## config.mk

```make
export PLATFORM = sky130hd
export DESIGN_NAME = dmem_access_ctrl
export DESIGN_NICKNAME = d
export VERILOG_FILES = /design/src/rtl/dmem_access_ctrl.sv
export SDC_FILE = /design/constraint.sdc
export NUM_CORES = 1
export LEC_CHECK = 0
export BUFFER_PORTS_ARGS = -buffer_cell sky130_fd_sc_hd__buf_4
export CAP_MARGIN = 20
export CORE_MARGIN = 2
export CORE_UTILIZATION = 43
export DETAILED_ROUTE_END_ITERATION = 10
export PLACE_DENSITY = 0.67
export SYNTH_ARGS = -nofsm -noshare
export SYNTH_HDL_FRONTEND = slang
export SYNTH_SLANG_ARGS = --single-unit
```

## constraint.sdc

```tcl
create_clock -name clk -period 6.7 [get_ports clk]
set_input_delay 0.335 -clock clk [delete_from_list [all_inputs] [get_ports clk]]
set_output_delay 0.335 -clock clk [all_outputs]
set_load 0.05 [all_outputs]
```

## src/rtl/dmem_access_ctrl.sv

```systemverilog
// -----------------------------------------------------------------------------
// dmem_access_ctrl
// Load/store controller between the MEM pipeline stage and a word-addressed
// data memory. Byte/halfword/word requests at byte addresses become word
// accesses; sub-word stores use read-modify-write. One response per accepted
// request; the pipeline is stalled while the controller is busy.
//
// Optional feature macro: DMEM_BOUNDS_CHECK_EN
//    defined   : nonzero req_addr[31:ADDR_W+2] is an access error
//    undefined : those bits are ignored and the address wraps
//
// Parameters
//    ADDR_W      word-index width of the memory
//    MEM_RD_LAT  cycles from memread high to valid read_data (1..4)
//
// Ports
//    clk, rst                synchronous active-high reset
//    req_valid/req_ready     request handshake (accept in IDLE)
//    req_we, req_size, req_signed, req_addr, req_wdata   request fields
//    resp_valid, resp_rdata, resp_err                     one-cycle response
//    stall                   ~req_ready
//    mem_addr, mem_write_data, mem_memread, mem_memwrite, mem_read_data
//                            data-memory interface
//
// state   | meaning
// --------+-------------------------------------------------------------
// IDLE    | ready for a request, no strobes
// RD_WAIT | memread held for MEM_RD_LAT cycles, data sampled on last edge
// WR      | memwrite for one cycle with the full word
// RESP    | resp_valid pulse, then back to IDLE
// -----------------------------------------------------------------------------
module dmem_access_ctrl #(
   parameter int ADDR_W     = 8,
   parameter int MEM_RD_LAT = 1
) (
   input  logic              clk,
   input  logic              rst,
   input  logic              req_valid,
   output logic              req_ready,
   input  logic              req_we,
   input  logic [1:0]        req_size,
   input  logic              req_signed,
   input  logic [31:0]       req_addr,
   input  logic [31:0]       req_wdata,
   output logic              resp_valid,
   output logic [31:0]       resp_rdata,
   output logic              resp_err,
   output logic              stall,
   output logic [ADDR_W-1:0] mem_addr,
   output logic [31:0]       mem_write_data,
   output logic              mem_memread,
   output logic              mem_memwrite,
   input  logic [31:0]       mem_read_data
);

   // One-hot encoding so every strobe is a direct flop output.
   typedef enum logic [3:0] {
      IDLE    = 4'b0001,
      RD_WAIT = 4'b0010,
      WR      = 4'b0100,
      RESP    = 4'b1000
   } state_t;

   localparam logic [2:0] CNT_INIT = 3'(MEM_RD_LAT - 1);

   state_t      state_q, state_d;
   logic [2:0]  cnt_q;
   logic        we_q;
   logic [1:0]  size_q;
   logic        signed_q;
   logic [1:0]  off_q;
   logic [15:0] wdata_q;
   logic        err_q;

   logic        misalign;
   logic        oob;
   logic        req_err;
   logic        word_store;

   always_comb begin
      misalign = 1'b0;
      case (req_size)
         2'b00:   misalign = 1'b0;
         2'b01:   misalign = req_addr[0];
         2'b10:   misalign = |req_addr[1:0];
         default: misalign = 1'b1;
      endcase
   end

`ifdef DMEM_BOUNDS_CHECK_EN
   assign oob = |req_addr[31:ADDR_W+2];
`else
   assign oob = 1'b0;
   wire unused_addr_hi = ^req_addr[31:ADDR_W+2];
`endif

   assign req_err    = misalign | oob;
   assign word_store = req_we & (req_size == 2'b10);

   function automatic logic [31:0] extract(input logic [31:0] w,
                                           input logic [1:0]  sz,
                                           input logic        sgn,
                                           input logic [1:0]  off);
      logic [7:0]  b;
      logic [15:0] h;
      b = w[{off, 3'b000} +: 8];
      h = off[1] ? w[31:16] : w[15:0];
      case (sz)
         2'b00:   extract = {{24{sgn & b[7]}}, b};
         2'b01:   extract = {{16{sgn & h[15]}}, h};
         default: extract = w;
      endcase
   endfunction

   function automatic logic [31:0] merge(input logic [31:0] w,
                                         input logic [1:0]  sz,
                                         input logic [1:0]  off,
                                         input logic [15:0] d);
      logic [31:0] m;
      m = w;
      if (sz == 2'b00)
         m[{off, 3'b000} +: 8] = d[7:0];
      else if (off[1])
         m[31:16] = d;
      else
         m[15:0] = d;
      merge = m;
   endfunction

   always_ff @(posedge clk) begin
      if (rst) state_q <= IDLE;
      else     state_q <= state_d;
   end

   always_comb begin
      state_d = state_q;
      case (state_q)
         IDLE: begin
            if (req_valid) begin
               if (req_err)         state_d = RESP;
               else if (word_store) state_d = WR;
               else                 state_d = RD_WAIT;
            end
         end
         RD_WAIT: if (cnt_q == 3'd0) state_d = we_q ? WR : RESP;
         WR:      state_d = RESP;
         RESP:    state_d = IDLE;
         default: state_d = IDLE;
      endcase
   end

   always_ff @(posedge clk) begin
      if (rst) begin
         cnt_q          <= 3'd0;
         we_q           <= 1'b0;
         size_q         <= 2'b00;
         signed_q       <= 1'b0;
         off_q          <= 2'b00;
         wdata_q        <= 16'h0;
         err_q          <= 1'b0;
         mem_addr       <= '0;
         mem_write_data <= 32'h0;
         resp_rdata     <= 32'h0;
      end else begin
         case (state_q)
            IDLE: begin
               if (req_valid) begin
                  we_q       <= req_we;
                  size_q     <= req_size;
                  signed_q   <= req_signed;
                  off_q      <= req_addr[1:0];
                  wdata_q    <= req_wdata[15:0];
                  err_q      <= req_err;
                  cnt_q      <= CNT_INIT;
                  mem_addr   <= req_addr[ADDR_W+1:2];
                  resp_rdata <= 32'h0;
                  if (word_store) mem_write_data <= req_wdata;
               end
            end
            RD_WAIT: begin
               if (cnt_q == 3'd0) begin
                  if (we_q) mem_write_data <= merge(mem_read_data, size_q, off_q, wdata_q);
                  else      resp_rdata     <= extract(mem_read_data, size_q, signed_q, off_q);
               end else begin
                  cnt_q <= cnt_q - 3'd1;
               end
            end
            default: ;
         endcase
      end
   end

   assign req_ready    = state_q[0];
   assign mem_memread  = state_q[1];
   assign mem_memwrite = state_q[2];
   assign resp_valid   = state_q[3];
   assign resp_err     = state_q[3] & err_q;
   assign stall        = ~state_q[0];

endmodule

```

# After elaboration in Yosys (flattened, before gate mapping)
# Index checks and enable logic that the tools add are counted.
# classes
bitwise_logic	5
addsub	2
shifts	3
muxes	25
n_eq_ne	12
n_reduce_logical	10
# ops
operator	n
32-bit 2-to-1 mux	8
32-bit case mux with 2 select lines	3
16-bit 2-to-1 mux	3
32-bit bitwise mux	1
8-bit by 7-bit variable shift with 32-bit output, first input constant	1
32-bit by 6-bit indexed part select with 8-bit output	1
8-bit by 7-bit indexed part select with 32-bit output	1
4-bit 2-to-1 mux	4
2-bit inequality test, second input constant	6
4-bit case mux with 3 select lines	1
3-bit 2-to-1 mux	3
5-bit negator with 7-bit output	1
3-bit case mux with 2 select lines	1
5-bit AND reduction	1
1-bit bitwise AND	4
2-bit by 1-bit equality test with 1-bit output, second input constant	2
4-bit by 1-bit equality test with 1-bit output, second input constant	1
4-bit by 2-bit equality test with 1-bit output, second input constant	1
4-bit by 3-bit equality test with 1-bit output, second input constant	1
2-bit zero test	2
2-bit AND reduction	2
4-bit AND reduction	1
3-bit zero test	1
1-bit case mux with 3 select lines	1
other kinds (6)	6
# totals
output_inout_bits	78
in_bits	103
reg_bits	102

# Longest topological paths before layout
# logic_depth
depth_word	7
mapped_depth	10
ltp_nobuf	6

# Worst setup path after synthesis
# No wires, ideal clock.
# synth_path
path_type	register to register
startpoint	register off_q[1]
endpoint	register mem_write_data[10]
path_slack_ps	4165
stages_incl_launch_ff	11
period_less_slack_ps	2535
arrival_time_ps	2412
setup_ps	123
path_cell_list	dfxtp_1 > clkbuf_1 > buf_2 > buf_2 > inv_1 > ha_1 > and2_1 > clkbuf_1 > a311o_1 > a221oi_1 > nor2_1
# synth_between
elab_chain_cells	7
elab_cells_between_ends	9
# synth_lines
item	line_no	source
start, declared	71	logic [1:0] off_q;
start signal, assigned	171	off_q <= req_addr[1:0];
5-bit negator with 7-bit output	122	m[{off, 3'b000} +: 8] = d[7:0];
8-bit by 7-bit indexed part select with 32-bit output or 8-bit by 7-bit variable shift with 32-bit output (tied branches)	122	
32-bit bitwise mux	122	
32-bit 2-to-1 mux *	121	if (sz == 2'b00)
32-bit 2-to-1 mux *	182	if (we_q) mem_write_data <= merge(mem_read_data, size_q, off_q, wdata_q);
32-bit 2-to-1 mux *	181	if (cnt_q == 3'd0) begin
32-bit case mux with 2 select lines *	165	case (state_q)
end signal, assigned	177	if (word_store) mem_write_data <= req_wdata;
end signal, assigned	182	
end, declared	50	output logic [31:0] mem_write_data,
# Mark *: on every way between the ends. The rest lies on a longest branch, timed or not. The select of a mux whose other input is x is not followed.
# A chain may end at the register's enable or synchronous reset.

# Worst setup path in the final report
# layout_path
startpoint	register off_q[1]
endpoint	register mem_write_data[7]
# Same word-level chain as after synthesis.

==> summary.json <==
{
  "cts_root_buf": {"value": "clkbuf_16"},
  "fin_area": {"value": 0.007203, "unit": "sq mm"},
  "max_cap_violations": {"value": 0},
  "fin_worst_hold_slack": {"value": 224.5, "unit": "ps"},
  "finalWorstPathRequiredPeriod": {"value": 3158, "unit": "ps"},
  "class_of_the_most_critical_setup_path": {"value": "reg2reg"},
  "slew_headroom": {"value": 32.11, "unit": "%"},
  "gr-max-usage-layer": {"value": "met2"},
  "post_route_cells_drive_above_1_share": {"value": 23.45, "unit": "%"},
  "clock_sinks": {"value": 102},
  "chipWidth": {"value": 118.9, "unit": "microns"},
  "synth.cell_area": {"value": 0.005679, "unit": "sq mm"},
  "dieHeight": {"value": 118.9, "unit": "microns"},
  "viasPerCell": {"value": 5.924},
  "timing.final.hold_violations": {"value": 0},
  "max-clock-path-buffers": {"value": 2},
  "grt.met2_usage": {"value": 41.92, "unit": "%"},
  "place_congestion": {"value": 0.9023},
  "global_route.usage.total": {"value": 26.85, "unit": "%"},
  "die_area": {"value": 0.01414, "unit": "sq mm"},
  "drc_errors": {"value": 0},
  "final-max-slew-violation-count": {"value": 0},
  "power_density": {"value": 215.9, "unit": "mW/mm^2"},
  "finalClockSkew": {"value": 6.977, "unit": "ps"},
  "share_seq_of_total_power": {"value": 43.1, "unit": "%"},
  "finish.utilization": {"value": 56.39, "unit": "%"},
  "syn2layout_area_growth": {"value": 26.83, "unit": "%"},
  "io_count": {"value": 181},
  "fillers": {"value": 1207},
  "start_util": {"value": 44.46, "unit": "%"},
  "floorplan.core_area": {"value": 0.01277, "unit": "sq mm"},
  "internal_power": {"value": 1.058, "unit": "mW"},
  "p_sw_share": {"value": 31.99, "unit": "%"},
  "post_dp_cell_area": {"value": 0.006897, "unit": "sq mm"},
  "cts-buffers-inserted": {"value": 9},
  "worstSetupStartpointType": {"value": "flip-flop"},
  "worst_skew_pair.late_latency": {"value": 360, "unit": "ps"},
  "num_antenna_cells": {"value": 0},
  "synth_edf_count": {"value": 0},
  "hold_path.class": {"value": "in2reg"},
  "worstSetupEndpointType": {"value": "flip-flop"},
  "synth_top_cell_area_share": {"value": 35.96, "unit": "%"},
  "synthArstFlopShare": {"value": 0, "unit": "%"},
  "grt_pass1_vias": {"value": 5671},
  "postSynth.topFlopCell": {"value": "dfxtp_1"},
  "clockPowerShare": {"value": 33.8, "unit": "%"},
  "switchingPower": {"value": 0.4975, "unit": "mW"},
  "setup_ws": {"value": 3542, "unit": "ps"},
  "htree_num_levels": {"value": 3},
  "synthTopCellsByArea": {"value": "dfxtp_1, a21oi_1, mux2i_1"},
  "tightestPinTransition": {"value": 1018, "unit": "ps"},
  "comb_power_share": {"value": 23.0, "unit": "%"},
  "final_net_count": {"value": 945},
  "cts_hold_fix_bufs": {"value": 0},
  "achievable-frequency": {"value": 316.7, "unit": "MHz"},
  "report.final.setup_viol": {"value": 0},
  "multi_input_area": {"value": 0.003309, "unit": "sq mm"},
  "firstDrtPassIters": {"value": 6},
  "initial_antenna_violation_count": {"value": 0},
  "crit_fanout": {"value": 41},
  "grt_setup_unrepaired": {"value": "no"},
  "totalNegativeSetupSlack": {"value": 0, "unit": "ps"},
  "dpl_worst_slack": {"value": 3585, "unit": "ps"},
  "max-vdd-ir-drop": {"value": 0.0001590, "unit": "V"},
  "synthesis.instances": {"value": 720},
  "route.vias.total": {"value": 5995},
  "initial_drc_count": {"value": 573},
  "static_leakage": {"value": 2.965, "unit": "nW"},
  "final_antenna_net_count": {"value": 0},
  "synth_register_bits": {"value": 102},
  "wl": {"value": 19360, "unit": "microns"},
  "largest_net_degree_at_the_start_of_global_routing": {"value": 69},
  "netlist.top_cell.by_area": {"value": "dfxtp_1"},
  "rows": {"value": 41},
  "yosysWarningCount": {"value": 0},
  "synth.distinct_cells": {"value": 58},
  "clock_tree_from_tritoncts": {"value": "done"},
  "place.port_buffers": {"value": 158},
  "synth_nets": {"value": 830},
  "cts_repair_resize_count": {"value": 0},
  "grt_first_pass_wirelength": {"value": 30350, "unit": "microns"},
  "globalRoute.totalOverflow": {"value": 0},
  "min_period_over_period": {"value": 47.13, "unit": "%"},
  "dp_hpwl": {"value": 13650, "unit": "microns"},
  "worst-endpoint-required": {"value": 6930, "unit": "ps"},
  "cts.clk_slew.worst_paths": {"value": 70, "unit": "ps"},
  "synth_area_per_cell": {"value": 7.888, "unit": "sq um"},
  "cts_setup_buffers": {"value": 0},
  "worstPathArrival": {"value": 3390, "unit": "ps"},
  "regArea": {"value": 0.002043, "unit": "sq mm"},
  "use_met3": {"value": 7.040, "unit": "%"},
  "ys_seq_area_share": {"value": 35.96, "unit": "%"},
  "run_status": {"value": "finished clean"},
  "wl_per_cell": {"value": 19.13, "unit": "microns"},
  "met1_usage": {"value": 37.02, "unit": "%"}
}
==> cells in the mapped netlist (2+ instances only) <==
cell,number
a211oi_1,2
a21boi_0,2
a21o_1,2
a21oi_1,92
a221o_1,8
a221oi_1,24
a311o_1,14
a31o_2,2
a32o_1,8
a32oi_1,2
and2_1,5
buf_1,10
buf_2,9
clkbuf_1,43
dfxtp_1,102
ha_1,7
inv_1,20
mux2_2,2
mux2i_1,40
nand2_1,97
nand2b_1,9
nand3_1,38
nand3b_1,5
nand4_1,2
nor2_1,32
nor2b_1,22
nor3_1,3
nor4b_1,9
o211ai_1,3
o21ai_0,61
o221ai_1,3
o22a_1,2
o22ai_1,4
o2bb2ai_1,5
o311ai_0,2
or2_2,3
or3_1,5
==> power by group through the flow <==
| stage | clock (mW) | sequential (mW) | combinational, mW |
|---|---|---|---|
| floorplan | 0 | 0.711 | 0.192 |
| finish | 0.526 | 0.671 | 0.358 |
| global placement | 0 | 0.682 | 0.346 |
| global route | 0.561 | 0.674 | 0.385 |
| CTS | 0.535 | 0.669 | 0.354 |
| detailed placement | 0 | 0.683 | 0.352 |
==> worst paths after layout <==
kind | start | to | slack (ps) | cells after the start
setup / recovery | off_q[1] | mem_write_data[7] | 3540 | 8
hold / removal | mem_read_data[20] | resp_rdata[20] | 220 | 3
setup reg to reg | off_q[1] | mem_write_data[7] | 3540 | 8
hold reg to reg | err_q | err_q | 450 | 2
==> cells by family after synthesis <==
logic type | synth area share, %
muxes | 7.843
AOI/OAI and AO/OA | 27.52
adders and majority gates | 1.542
and+or+nand+nor | 21.24
buffers and inverters | 5.904
DFF | 35.96
==> sequential cells by signal (all words and copies together) (netlist names) <==
register,flops
cnt_q,3
err_q,1
mem_addr,8
mem_write_data,32
off_q,2
resp_rdata,32
signed_q,1
size_q,2
state_q,4
wdata_q,16
we_q,1
==> area by class of cell <==
type                            count  area share [%]
Clock buffer                       10           3.179
Clock inverter                      6          0.8685
Inverter                           20           1.042
Multi-Input combinational cell    534           45.94
Sequential cell                   102           28.37
Tap cell                          172           2.988
Timing Repair Buffer              168           17.61
==> through the flow <==
stage               cells  total power [mW]
global placement      995             1.028
floorplan             720            0.9033
CTS                  1011             1.559
finish               1012             1.555
global route         1012             1.620
detailed placement    995             1.034
==> critical path, stage by stage (launching register included) <==
cell      delay [ps]
dfxtp_2          720
buf_4            580
inv_1            200
ha_1             410
nor4bb_1          80
buf_4            220
a221o_1          320
a221oi_1         390
nor2_1           100
==> layer usage <==
metal  vias up  part of all wire (%)
met5         -                     0
met4         0                   1.3
met3        24                   9.3
met2       290                    45
met1      2822                    44
li1       2859                     -
==> placed cells by master, fill, tap and decap left out, drive strengths merged, types with 3 or more instances in the layout <==
master,n
o211ai,3
or2,3
o21ai,62
o2bb2ai,5
nor3,4
clkinvlp,3
a221o,8
a32o,8
nand2,97
or3,5
a221oi,24
nor4b,10
nand2b,9
nor2,32
inv,20
a21oi,92
ha,7
nor2b,22
a311o,14
and2,5
mux2i,40
nand3,38
dfxtp,102
clkbuf,10
nand3b,5
o22ai,4
buf,168
o221ai,3
(Power assumes the default switching activity.)
